--- config.mk ---
export PLATFORM = sky130hd
export DESIGN_NAME = encoder_proj
export DESIGN_NICKNAME = d
export VERILOG_FILES = /design/src/rtl/encoder_proj.sv
export SDC_FILE = /design/constraint.sdc
export NUM_CORES = 1
export LEC_CHECK = 0
export CORE_ASPECT_RATIO = 0.9
export CORE_MARGIN = 4
export CORE_UTILIZATION = 25
export DETAILED_ROUTE_END_ITERATION = 16
export PLACE_DENSITY_LB_ADDON = 0.25
export SETUP_SLACK_MARGIN = 0.3
export SYNTH_ARGS = -nofsm -noshare
export SYNTH_HDL_FRONTEND = slang
export SYNTH_SLANG_ARGS = --single-unit
--- constraint.sdc ---
create_clock -name clk -period 5.2 [get_ports clk]
set_input_delay 0.52 -clock clk [delete_from_list [all_inputs] [get_ports clk]]
set_output_delay 0.52 -clock clk [all_outputs]
set_load 0.005 [all_outputs]
--- src/rtl/encoder_proj.sv ---
// encoder_proj -- serial Manchester frame encoder.
//
// Accepts one byte per valid/ready handshake and sends it as a frame:
//   START : one Manchester '1' (low then high), which gives a falling edge out of idle
//   DATA  : 8 bits, LSB first
//   PARITY: one even-parity bit (only when ENCODER_PARITY_EN is defined)
//   STOP  : line held high for two half-bits; done_out pulses on its last cycle
// Encoding: the first half-bit is ~b and the second half-bit is b. Each half-bit
// lasts HALF_CYCLES clocks.
//
// Configuration macro: ENCODER_PARITY_EN. When it is undefined, DATA goes directly
// to STOP and no parity logic is built.
//
// Ports:
//   clk        sole clock, rising edge
//   rst        synchronous, active-high reset
//   data_in    byte to transmit, sampled only on handshake
//   valid_in   data_in holds a byte to send
//   ready_out  block can accept a byte this cycle (IDLE only)
//   tx_out     Manchester serial line, idle high
//   busy_out   frame in progress
//   done_out   one-cycle pulse on the final cycle of a frame
module encoder_proj #(
    parameter int HALF_CYCLES = 4
) (
    input  logic       clk,
    input  logic       rst,
    input  logic [7:0] data_in,
    input  logic       valid_in,
    output logic       ready_out,
    output logic       tx_out,
    output logic       busy_out,
    output logic       done_out
);

    localparam int            CW      = $clog2(HALF_CYCLES + 1);
    localparam logic [CW-1:0] HC_LAST = CW'(HALF_CYCLES - 1);

`ifdef ENCODER_PARITY_EN
    typedef enum logic [2:0] {IDLE, START, DATA, PARITY, STOP} state_t;
`else
    typedef enum logic [2:0] {IDLE, START, DATA, STOP} state_t;
`endif

    state_t        state, state_n;
    logic          half, half_n;       // 0 = first half-bit, 1 = second half-bit
    logic [CW-1:0] cnt, cnt_n;         // cycles left in the current half-bit
    logic [2:0]    bit_cnt, bit_n;
    logic [7:0]    shreg, shreg_n;     // bit 0 is the data bit currently on the line
    logic          tx_n, done_n;
`ifdef ENCODER_PARITY_EN
    logic          par, par_n;
`endif

    always_comb begin
        state_n = state;
        half_n  = half;
        cnt_n   = cnt;
        bit_n   = bit_cnt;
        shreg_n = shreg;
`ifdef ENCODER_PARITY_EN
        par_n   = par;
`endif
        tx_n    = 1'b1;

        case (state)
            IDLE: begin
                if (valid_in && ready_out) begin
                    state_n = START;
                    half_n  = 1'b0;
                    cnt_n   = HC_LAST;
                    bit_n   = 3'd0;
                    shreg_n = data_in;
`ifdef ENCODER_PARITY_EN
                    par_n   = ^data_in;
`endif
                end
            end
            default: begin
                if (cnt != '0) begin
                    cnt_n = cnt - 1'b1;
                end else begin
                    // Half-bit boundary: reload the counter and advance.
                    cnt_n = HC_LAST;
                    if (!half) begin
                        half_n = 1'b1;
                    end else begin
                        half_n = 1'b0;
                        case (state)
                            START: begin
                                state_n = DATA;
                                bit_n   = 3'd0;
                            end
                            DATA: begin
                                // The last bit ends at count 7; the counter is not wrapped.
                                if (bit_cnt == 3'd7) begin
`ifdef ENCODER_PARITY_EN
                                    state_n = PARITY;
`else
                                    state_n = STOP;
`endif
                                end else begin
                                    bit_n   = bit_cnt + 3'd1;
                                    shreg_n = shreg >> 1;
                                end
                            end
`ifdef ENCODER_PARITY_EN
                            PARITY:  state_n = STOP;
`endif
                            default: state_n = IDLE;  // end of STOP
                        endcase
                    end
                end
            end
        endcase

        // Outputs are registered, so they are derived from the next state.
        case (state_n)
            START:   tx_n = half_n;
            DATA:    tx_n = half_n ? shreg_n[0] : ~shreg_n[0];
`ifdef ENCODER_PARITY_EN
            PARITY:  tx_n = half_n ? par_n : ~par_n;
`endif
            default: tx_n = 1'b1;
        endcase

        done_n = (state_n == STOP) && half_n && (cnt_n == '0);
    end

    always_ff @(posedge clk) begin
        if (rst) begin
            state     <= IDLE;
            half      <= 1'b0;
            cnt       <= '0;
            bit_cnt   <= 3'd0;
            shreg     <= 8'd0;
`ifdef ENCODER_PARITY_EN
            par       <= 1'b0;
`endif
            tx_out    <= 1'b1;
            ready_out <= 1'b0;
            busy_out  <= 1'b0;
            done_out  <= 1'b0;
        end else begin
            state     <= state_n;
            half      <= half_n;
            cnt       <= cnt_n;
            bit_cnt   <= bit_n;
            shreg     <= shreg_n;
`ifdef ENCODER_PARITY_EN
            par       <= par_n;
`endif
            tx_out    <= tx_n;
            ready_out <= (state_n == IDLE);
            busy_out  <= (state_n != IDLE);
            done_out  <= done_n;
        end
    end

endmodule

# Word-level counts from Yosys, hierarchy flattened
# Cells that the tools add are included.
# totals
ff_bits	22
input_bits	11
word_cells	63
# classes
addsub	2
n_eq_ne	10
n_mux	27
bitwise	1
reduce_logical	13
# ops
cell	count
8-bit 2-to-1 mux	6
3-bit 2-to-1 mux	13
3-bit one-hot mux with 2 select lines	2
5-bit AND reduction	2
3-bit by 2-bit equality test with 1-bit output (second input constant)	3
3-bit logical NOT	3
3-bit nonzero test	3
3-bit by 1-bit equality test with 1-bit output (second input constant)	2
1-bit 2-to-1 mux	5
2-bit by 1-bit != test with 1-bit output (second input constant)	2
2-bit nonzero test	2
3-bit by 1-bit adder with 3-bit output (second input constant)	1
3-bit equality test (second input constant)	1
1-bit logical AND	3
3-bit by 2-bit != test with 1-bit output (second input constant)	1
3-bit by 1-bit subtractor with 3-bit output (second input constant)	1
2-bit != test (second input constant)	1
1-bit one-hot mux with 2 select lines	1
1-bit inverter	1

# Longest topological paths before layout
# Gate-level depths: netlist (run 1).
# logic_depth
ltp_word	9
ltp_mapped	7

# Least setup slack after synthesis (run 1)
# Ideal clock, no wire load.
# synth_timing
path_kind	register to register
start	register bit_cnt[0]
end	register tx_out
arrival_time_ns	1.631
required_time_ns	5.069
path_slack_ns	3.439
path_stages_with_launch	8
path_buffers	0
period_less_slack_ns	1.761
path_cell_list	dfxtp_1 > ha_1 > ha_1 > nand4bb_1 > or3_1 > a31oi_1 > xnor2_1 > nand4bb_1
# synth_between
elab_chain_len	9
elab_cells_between_ends	16
# synth_lines
element	line	text
start: declaration	48	logic [2:0] bit_cnt, bit_n;
start signal: assignment	148	bit_cnt <= bit_n;
3-bit equality test *	96	if (bit_cnt == 3'd7) begin
branches (longest 7 deep; another with 3-bit 2-to-1 mux)	--	
1-bit one-hot mux with 2 select lines *	118	case (state_n)
end signal: assignment	153	tx_out <= tx_n;
end: declaration	31	output logic tx_out,
# Mark *: on every way between the ends. The select of a mux whose other input is x is not followed.
# A chain may end at the register's enable or synchronous reset.

# Final worst setup path (run 1)
# layout_timing
start	register state[1]
end	register shreg[7]
# layout_between
elab_chain_len	3
elab_cells_between_ends	9
# layout_lines
element	line	text
start: declaration	45	state_t state, state_n;
start signal: assignment	145	state <= state_n;
3-bit by 2-bit equality test with 1-bit output or 3-bit logical NOT (tied branches)	89, 66	
2-bit nonzero test (no source line), or another cell as far along	--	
5-bit AND reduction (no source line)	--	
end signal: assignment	149	shreg <= shreg_n;
end: declaration	49	logic [7:0] shreg, shreg_n;
# Parallel ways exist; a longest one is shown, timed or not.

==> qor.yml, run 1 <==
run_status:
  outcome: "finished clean"
clock_network:
  tritoncts: "built"
  cts_made_buffers: 3
  cts_root_buffer: "clkbuf_8"
  clkLatencyLatePin_ns: 0.26
  path_clk_slew_ns: 0.08
  cts_resized: 0
  cts_sinks: 22
  cts.hold.buffers_added: 0
  clk_path_buf_depth: 2
  postCtsSetupRepairBufs: 0
  h-tree-depth: 1
sta:
  rsz0062_at_grt: "no"
  fmax_ghz: 0.485
  tightest_slew_ns: 0.730
  setup_viol: 0
  finalCriticalPeriod_ns: 2.06
  setup_ws_ns: 3.14
  slew_headroom_pct: 51.2
  fin_crit_sh_pct: 39.6
  finalSetupTns_ns: 0
  final_hold_viol_count: 0
  clock_skew_ns: 0.00119
  slew_viol_final: 0
worst_setup_path:
  arrival_ns: 2.19
  cp_cell_sequence: "or3_1 -> nor2_1 -> nor2_1 -> a22oi_1 -> nor2_1"
  crit_path_frequent_cell: "nor2_1"
  startpoint_type: "register"
  worstPathRequired_ns: 5.33
  cp_slowest_cell: "or3_1"
  critPathBufInv: 0
  cp-end-kind: "register"
  cp_max_fo: 16
  critical_path.max_stage_delay_ns: 0.51
  critPathKind: "register to register"
  path_delay_family: "simple AND/OR/NAND/NOR gates"
detailed_routing:
  routed_via_density: 4.83
  routedWlPerCell_um: 11.7
  drc: 0
  antenna_left: 0
  dr.pass1.iters: 4
  vias: 990
  drtIter0Drc: 148
  routed_wl_um: 2390
global_route:
  grt_pass1_wl_um: 4120
  track_usage_pct: 9.00
  busiest_layer: "met2"
  use_met1_pct: 11.8
  met3_usage_pct: 1.27
  overflow: 0
  grt_max_degree: 21
  antenna_found_initial: 0
  grt_use_met2_pct: 14.9
  grt_pass1_vias: 915
placed_design:
  io_buffers: 14
  pre_cts_ws_ns: 2.91
  gp_congestion: 0.783
  dpl.hpwl_um: 1750
pwr:
  combPwrFrac_pct: 41.8
  p_int_w: 0.000449
  p_seq_share_pct: 35.6
  power.total_w: 0.000709
  powerDensity_mw_per_mm2: 523
  p_leak_nw: 0.473
  switching_share_pct: 36.7
  p_clk_share_pct: 22.7
  p_sw_w: 0.000260
  peakVddDrop_uv: 139
synth:
  synth_fp_nets: 148
  yosysSeqAreaShare_pct: 40.4
  synth.most_common_cell: "dfxtp_1"
  ys_ff_latch: 22
  synthTopCellsByCount: "dfxtp_1 (22), nand2_1 (16), a21oi_1 (15), nor2_1 (14), a22oi_1 (7)"
  synth_cell_types: 32
  synth.largest_area_cell: "dfxtp_1"
  synth_top_area_share_pct: 40.4
  async_flop_share_pct: 0
  synth_edf_count: 0
  postSynthAreaPerCell_um2: 8.20
  ys_warn_count: 0
  netlist_area_mm2: 0.00109
  synth_top_cells_by_area: "dfxtp_1 (40%), a21oi_1 (6.9%), nand2_1 (5.5%), a22oi_1 (4.8%), nor2_1 (4.8%)"
  syn_inst: 133
  synthFlopType: "dfxtp_1"
layout:
  n_fill_cell: 434
  drive_gt1_share_pct: 2.76
  antenna_cells: 0
  fin_nets: 161
  fin_util_pct: 32.6
  syn_to_final_growth_pct: 24.2
floorplan:
  die_w_um: 77.6
  io_pins: 15
  start_util_pct: 26.2
  dieArea_mm2: 0.00549
  fp.coreArea_mm2: 0.00416
  fp-row-count: 22
  die_h_um: 70.7
job:
  drv_cap: 0
min_path:
  hp-class: "register to register"
## worst paths after layout
kind                                              end  depth (start not counted)  slack (ns)             startpoint
worst max-delay path            shreg[7]$_SDFFE_PP0P_                          5        3.14    state[1]$_SDFF_PP0_
worst min-delay path            shreg[5]$_SDFFE_PP0P_                          2        0.46  shreg[5]$_SDFFE_PP0P_
worst max register to register  shreg[7]$_SDFFE_PP0P_                          5        3.14    state[1]$_SDFF_PP0_
worst min register to register  shreg[5]$_SDFFE_PP0P_                          2        0.46  shreg[5]$_SDFFE_PP0P_
## power groups by stage
stage / clock network [W] / logic (W) / registers, W
finish: 0.000161 / 0.000296 / 0.000252
global placement: 0 / 0.000289 / 0.000254
floorplan: 0 / 0.000234 / 0.000235
detailed placement: 0 / 0.000291 / 0.000255
CTS: 0.000164 / 0.000295 / 0.000252
global route: 0.000172 / 0.000333 / 0.000260
## layout make-up
cell class | instances | area, µm² | share of cell area (%)
Clock buffer | 3 | 41.3 | 3.05
Tap cell | 60 | 75.1 | 5.54
Sequential cell | 22 | 440 | 32.5
Timing Repair Buffer | 14 | 140 | 10.3
Inverter | 3 | 11.3 | 0.831
Multi-Input combinational cell | 102 | 617 | 45.5
Clock inverter | 1 | 30.0 | 2.22
## cell families after synthesis
logic type | after synthesis | synth area share (%)
flops | 22 | 40.4
fa+ha+maj | 4 | 4.59
mux | 1 | 0.917
simple gates | 62 | 30.7
compound gates | 34 | 19.5
xor+xnor | 1 | 0.803
buf+inv | 9 | 3.10
## cells in the final DEF, fill, tap and decap left out, types with 2 or more instances in the layout
master and count:
dfxtp_1 22, nand2_1 16, a21oi_1 15, nor2_1 14, clkdlybuf4s50_1 14, a22oi_1 7, nor3_1 5, o21ai_0 4
or3_1 4, nor2b_1 4, ha_1 4, inv_1 3, nor3b_1 3, nand2b_1 3, clkbuf_8 3, nand3_1 2
nand4bb_1 2, and4b_1 2, and2_1 2, a31oi_1 2
## metrics by stage
step	hold WS, ns	cell area, µm²	std cells
after global placement	0.442	1280	201
final	0.460	1360	205
after CTS	0.461	1360	205
after floorplan	0.432	1090	133
after global routing	0.489	1360	205
after detailed placement	0.449	1280	201
## worst reg2reg max path, stage by stage (launching register included)
cell and delay [ns]:
dfxtp_1 0.44, or3_1 0.51, nor2_1 0.47, nor2_1 0.26, a22oi_1 0.20, nor2_1 0.05
## state kept, by name, indices dropped and copies added (netlist names), 3 cells and up
signal / cells
shreg: 8
cnt: 3
state: 3
bit_cnt: 3
## layer usage
layer / vias to the layer above / share of wire (%)
li1: 503 / -
met1: 472 / 48
met2: 11 / 48
met3: 4 / 1.9
met4: 0 / 1.6
met5: - / 0
(Power assumes the default switching activity.)
==> inputs of run 2 (changes only) <==
- clock period: 5.2 -> 1.7 ns (I/O delays scaled with it)
==> qor.yml, run 2 (synthesis results as in run 1) <==
worst_setup_path:
  ff2ff_path_depth: 7
  worstReg2RegEnd: "tx_out$_SDFF_PP1_"
  startpoint_type: "register"
  critPathKind: "register to register"
  worstPathRequired_ns: 1.85
  reg2reg_setup_slack_ns: -0.03
  arrival_ns: 1.88
  crit_path_frequent_cell: "ha_4"
  cp-end-kind: "register"
  cp_cell_sequence: "ha_4 -> ha_4 -> nand4bb_4 -> or3_4 -> a31oi_4 -> xnor2_1 -> nand4bb_1"
  critPathBufInv: 0
  cp_max_fo: 2
  path_delay_family: "simple AND/OR/NAND/NOR gates"
  r2r_start: "bit_cnt[0]$_SDFFE_PP0P_"
  critical_path.max_stage_delay_ns: 0.36
  cp_slowest_cell: "or3_4"
layout:
  largest_reg_flops: 8
  multi_input_area_um2: 887
  fin_area_mm2: 0.00187
  n_fill_cell: 393
  antenna_cells: 0
  fin_nets: 192
  drive_gt1_share_pct: 46.6
  fin_util_pct: 44.9
  top_register: "shreg"
  syn_to_final_growth_pct: 71.2
  seq_area_um2: 453
  final_cell_mix: "buf_4 (28), nand2_1 (14), dfxtp_1 (14)"
  final_common_cell: "buf_4"
detailed_routing:
  routed_via_density: 4.75
  antenna_left: 0
  drc: 0
  drtIter0Drc: 44
  vias: 1120
  routedWlPerCell_um: 13.2
  routed_wl_um: 3110
  dr.pass1.iters: 4
global_route:
  grt_max_degree: 20
  track_usage_pct: 11.7
  antenna_found_initial: 0
  grt_pass1_wl_um: 5060
  overflow: 0
  grt_pass1_vias: 1142
clock_network:
  clk_path_buf_depth: 2
  tritoncts: "built"
  path_clk_slew_ns: 0.09
  cts.hold.buffers_added: 0
  cts_made_buffers: 3
  clkLatencyLatePin_ns: 0.27
  cts_root_buffer: "clkbuf_8"
  cts_sinks: 22
  h-tree-depth: 1
job:
  drv_cap: 0
pwr:
  p_leak_nw: 0.680
  powerDensity_mw_per_mm2: 1620
  peakVddDrop_uv: 679
floorplan:
  io_pins: 15
  die_h_um: 70.7
  dieArea_mm2: 0.00549
  start_util_pct: 26.2
  fp-row-count: 22
  fp.coreArea_mm2: 0.00416
  die_w_um: 77.6
placed_design:
  pre_cts_ws_ns: -0.170
  dpl.hpwl_um: 2030
  place_area_mm2: 0.00155
  io_buffers: 14
  gp_congestion: 0.771
sta:
  fin_crit_sh_pct: 102
  finalSetupTns_ns: -0.0275
  rsz0062_at_grt: "yes"
  slew_viol_final: 0
  fmax_ghz: 0.579
  clock_skew_ns: 0.00783
  setup_ws_ns: -0.0275
  final_hold_viol_count: 0
  tightest_slew_ns: 0.346
  finalCriticalPeriod_ns: 1.73
  slew_headroom_pct: 76.8
  setup_viol: 1
  whs_ns: 0.460
min_path:
  hold_path_depth: 2
  min-delay-start: "shreg[5]$_SDFFE_PP0P_"
  hp-class: "register to register"
  hold_end: "shreg[5]$_SDFFE_PP0P_"
run_status:
  violations: "setup timing"
  outcome: "complete, but fails checks"
run 2: changes by cell type in the layout (fill, tap and decap cells not counted), sizes merged:
cell	delta
clkdlybuf4s50	-1
bufinv	-1
buf	+31
dlymetal6s2s	+1
clkbuf	+1
run 2: through the flow:
step                std cells  power, W
global placement          223   0.00202
global route              236   0.00323
CTS                       235   0.00288
floorplan                 133   0.00161
detailed placement        223   0.00204
finish                    236   0.00303
run 2: how the worst max path moves through the flow:
stage,start,depth (start not counted),to,slack [ns]
after detailed placement,valid_in,6,tx_out$_SDFF_PP1_,-0.17
after CTS,bit_cnt[0]$_SDFFE_PP0P_,7,tx_out$_SDFF_PP1_,-0.05
after global routing,bit_cnt[0]$_SDFFE_PP0P_,7,tx_out$_SDFF_PP1_,-0.09
after global placement,valid_in,6,tx_out$_SDFF_PP1_,-0.16
final,bit_cnt[0]$_SDFFE_PP0P_,7,tx_out$_SDFF_PP1_,-0.03
after floorplan,bit_cnt[0]$_SDFFE_PP0P_,7,tx_out$_SDFF_PP1_,-0.02
run 2: area by class of cell:
cell class / count / share of cell area, %
Clock buffer: 4 / 2.95
Inverter: 3 / 0.603
Multi-Input combinational cell: 102 / 47.5
Sequential cell: 22 / 24.2
Tap cell: 60 / 4.02
Timing Repair Buffer: 45 / 20.7
run 2: power breakdown:
group          leakage, nW  switching, W  total, W  internal, W
Combinational        0.468      0.000909   0.00190     0.000993
Sequential           0.183     0.0000976  0.000743     0.000646
Clock               0.0288      0.000178  0.000385     0.000207
Total                0.680       0.00118   0.00303      0.00185
run 2: routing by layer:
layer / vias up / routed length [µm] / GRT usage (%) / share of wire [%]
met3: 9 / 83 / 2.80 / 2.7
met4: 0 / 82 / 8.50 / 2.6
met1: 524 / 1380 / 13.6 / 44
li1: 568 / - / - / -
met5: - / 0 / 0 / 0
met2: 19 / 1570 / 18.7 / 50
run 2: repair_timing:
item / CTS / global route
gates resized for setup: 31 / 18
endpoints found under the setup margin: 19 / 21
setup buffers: 8 / 1
pin swaps: 18 / 3
run 2: worst reg2reg max path: stages, from the launching register on:
cell and delay, ns:
dfxtp_2 0.34, ha_4 0.16, ha_4 0.15, nand4bb_4 0.20
or3_4 0.36, a31oi_4 0.17, xnor2_1 0.08, nand4bb_1 0.16
==> inputs of run 3 (changes only) <==
- CORE_ASPECT_RATIO: 0.9 -> default
- clock period: 1.7 -> 1.85 ns (I/O delays scaled with it)
==> qor.yml, run 3 (synthesis results as in run 1) <==
clock_network:
  tritoncts: "built"
  clk_path_buf_depth: 2
  cts_made_buffers: 3
  cts.hold.buffers_added: 0
  clkLatencyLatePin_ns: 0.26
  cts_sinks: 22
  path_clk_slew_ns: 0.09
  h-tree-depth: 1
  cts_root_buffer: "clkbuf_8"
worst_setup_path:
  worstPathRequired_ns: 2.00
  crit_path_frequent_cell: "ha_4"
  critical_path.max_stage_delay_ns: 0.39
  arrival_ns: 1.96
  cp_max_fo: 2
  critPathKind: "register to register"
  cp_cell_sequence: "ha_4 -> ha_4 -> nand4bb_4 -> or3_4 -> a31oi_4 -> xnor2_1 -> nand4bb_1"
  cp_slowest_cell: "or3_4"
  cp-end-kind: "register"
  startpoint_type: "register"
layout:
  antenna_cells: 0
  fin_nets: 184
  fin_util_pct: 41.1
  drive_gt1_share_pct: 33.3
  largest_reg_flops: 8
  n_fill_cell: 400
  syn_to_final_growth_pct: 55.2
  final_cell_mix: "buf_4 (21), dfxtp_1 (17), nand2_1 (16)"
  final_common_cell: "buf_4"
  top_register: "shreg"
  fin_area_mm2: 0.00169
sta:
  final_hold_viol_count: 0
  setup_viol: 0
  clock_skew_ns: 0.00503
  finalCriticalPeriod_ns: 1.81
  slew_viol_final: 0
  slew_headroom_pct: 69.2
  fin_crit_sh_pct: 97.8
  rsz0062_at_grt: "yes"
  fmax_ghz: 0.553
  tightest_slew_ns: 0.460
  whs_ns: 0.463
pwr:
  p_leak_nw: 0.602
  switching_share_pct: 37.3
  p_seq_share_pct: 27.8
  p_clk_share_pct: 18.0
  combPwrFrac_pct: 54.2
  peakVddDrop_uv: 586
  p_int_w: 0.00158
  powerDensity_mw_per_mm2: 1490
  power.total_w: 0.00252
  p_sw_w: 0.000942
floorplan:
  die_w_um: 74.1
  fp.coreArea_mm2: 0.00412
  start_util_pct: 26.5
  dieArea_mm2: 0.00548
  fp-row-count: 23
  die_h_um: 74.1
  io_pins: 15
global_route:
  antenna_found_initial: 0
  track_usage_pct: 11.6
  overflow: 0
  grt_max_degree: 20
  grt_pass1_vias: 1109
  grt_pass1_wl_um: 5010
placed_design:
  place_area_mm2: 0.00141
  io_buffers: 14
  gp_congestion: 0.858
  dpl.hpwl_um: 1990
job:
  drv_cap: 0
detailed_routing:
  drtIter0Drc: 116
  routedWlPerCell_um: 14.3
  routed_via_density: 5.10
  dr.pass1.iters: 5
  vias: 1112
  routed_wl_um: 3110
  drc: 0
  antenna_left: 0
min_path:
  hp-class: "register to register"
run_status:
  outcome: "finished clean"
run 3: cell types whose count changed in the layout (fill, tap and decap cells not counted), sizes merged:
cell and change:
bufinv +1, clkbuf -1, clkdlybuf4s50 +1, buf -8
dlymetal6s2s -1
run 3: metrics by stage:
step	worst slack, ns	cells	TNS [ns]
3_5_place_dp	-0.0541	209	-0.0798
4_1_cts	0.0406	217	0
2_1_floorplan	0.0887	133	0
6_report	0.0407	218	0
5_1_grt	-0.0481	218	-0.0541
3_3_place_gp	-0.0266	209	-0.0266
run 3: worst paths after layout:
path              slack [ns]                     to  cells past startpoint               startpoint
setup / recovery        0.04      tx_out$_SDFF_PP1_                      7  bit_cnt[0]$_SDFFE_PP0P_
hold / removal          0.46  shreg[4]$_SDFFE_PP0P_                      2    shreg[4]$_SDFFE_PP0P_
setup reg to reg        0.04      tx_out$_SDFF_PP1_                      7  bit_cnt[0]$_SDFFE_PP0P_
hold reg to reg         0.46  shreg[4]$_SDFFE_PP0P_                      2    shreg[4]$_SDFFE_PP0P_
run 3: power by group through the flow:
stage / Sequential [W] / Clock, W / Combinational, W
floorplan: 0.000661 / 0 / 0.000663
global placement: 0.000680 / 0 / 0.00106
detailed placement: 0.000686 / 0 / 0.00105
CTS: 0.000686 / 0.000464 / 0.00120
global route: 0.000714 / 0.000484 / 0.00150
finish: 0.000702 / 0.000454 / 0.00137
run 3: area by class of cell:
| class | instances | area (µm²) | share of cell area (%) |
|---|---|---|---|
| clock buffers | 3 | 41.3 | 2.44 |
| clock inverters | 1 | 30.0 | 1.77 |
| inverters | 3 | 11.3 | 0.665 |
| multi-input cells | 102 | 781 | 46.1 |
| flip-flops and latches | 22 | 447 | 26.4 |
| well taps | 50 | 62.6 | 3.70 |
| repair buffers | 37 | 320 | 18.9 |
run 3: repair_timing:
item / CTS / global route
pin swaps: 16 / 10
setup buffers: 4 / 1
setup endpoints to repair: 16 / 16
gates resized for setup: 25 / 15
run 3: layer usage:
metal  track usage [%]  share of wire [%]
met3              4.32                4.8
met5                 0                  0
met4              2.82               0.96
met2              19.2                 50
met1              14.3                 44
run 3: critical path, delay by kind of cell (launching register included):
| family | cells | cell delay (ns) |
|---|---|---|
| xor gates and xnor gates | 1 | 0.08 |
| DFF | 1 | 0.34 |
| and+or+nand+nor | 3 | 0.78 |
| AOI/OAI and AO/OA | 1 | 0.19 |
| adders and majority gates | 2 | 0.32 |
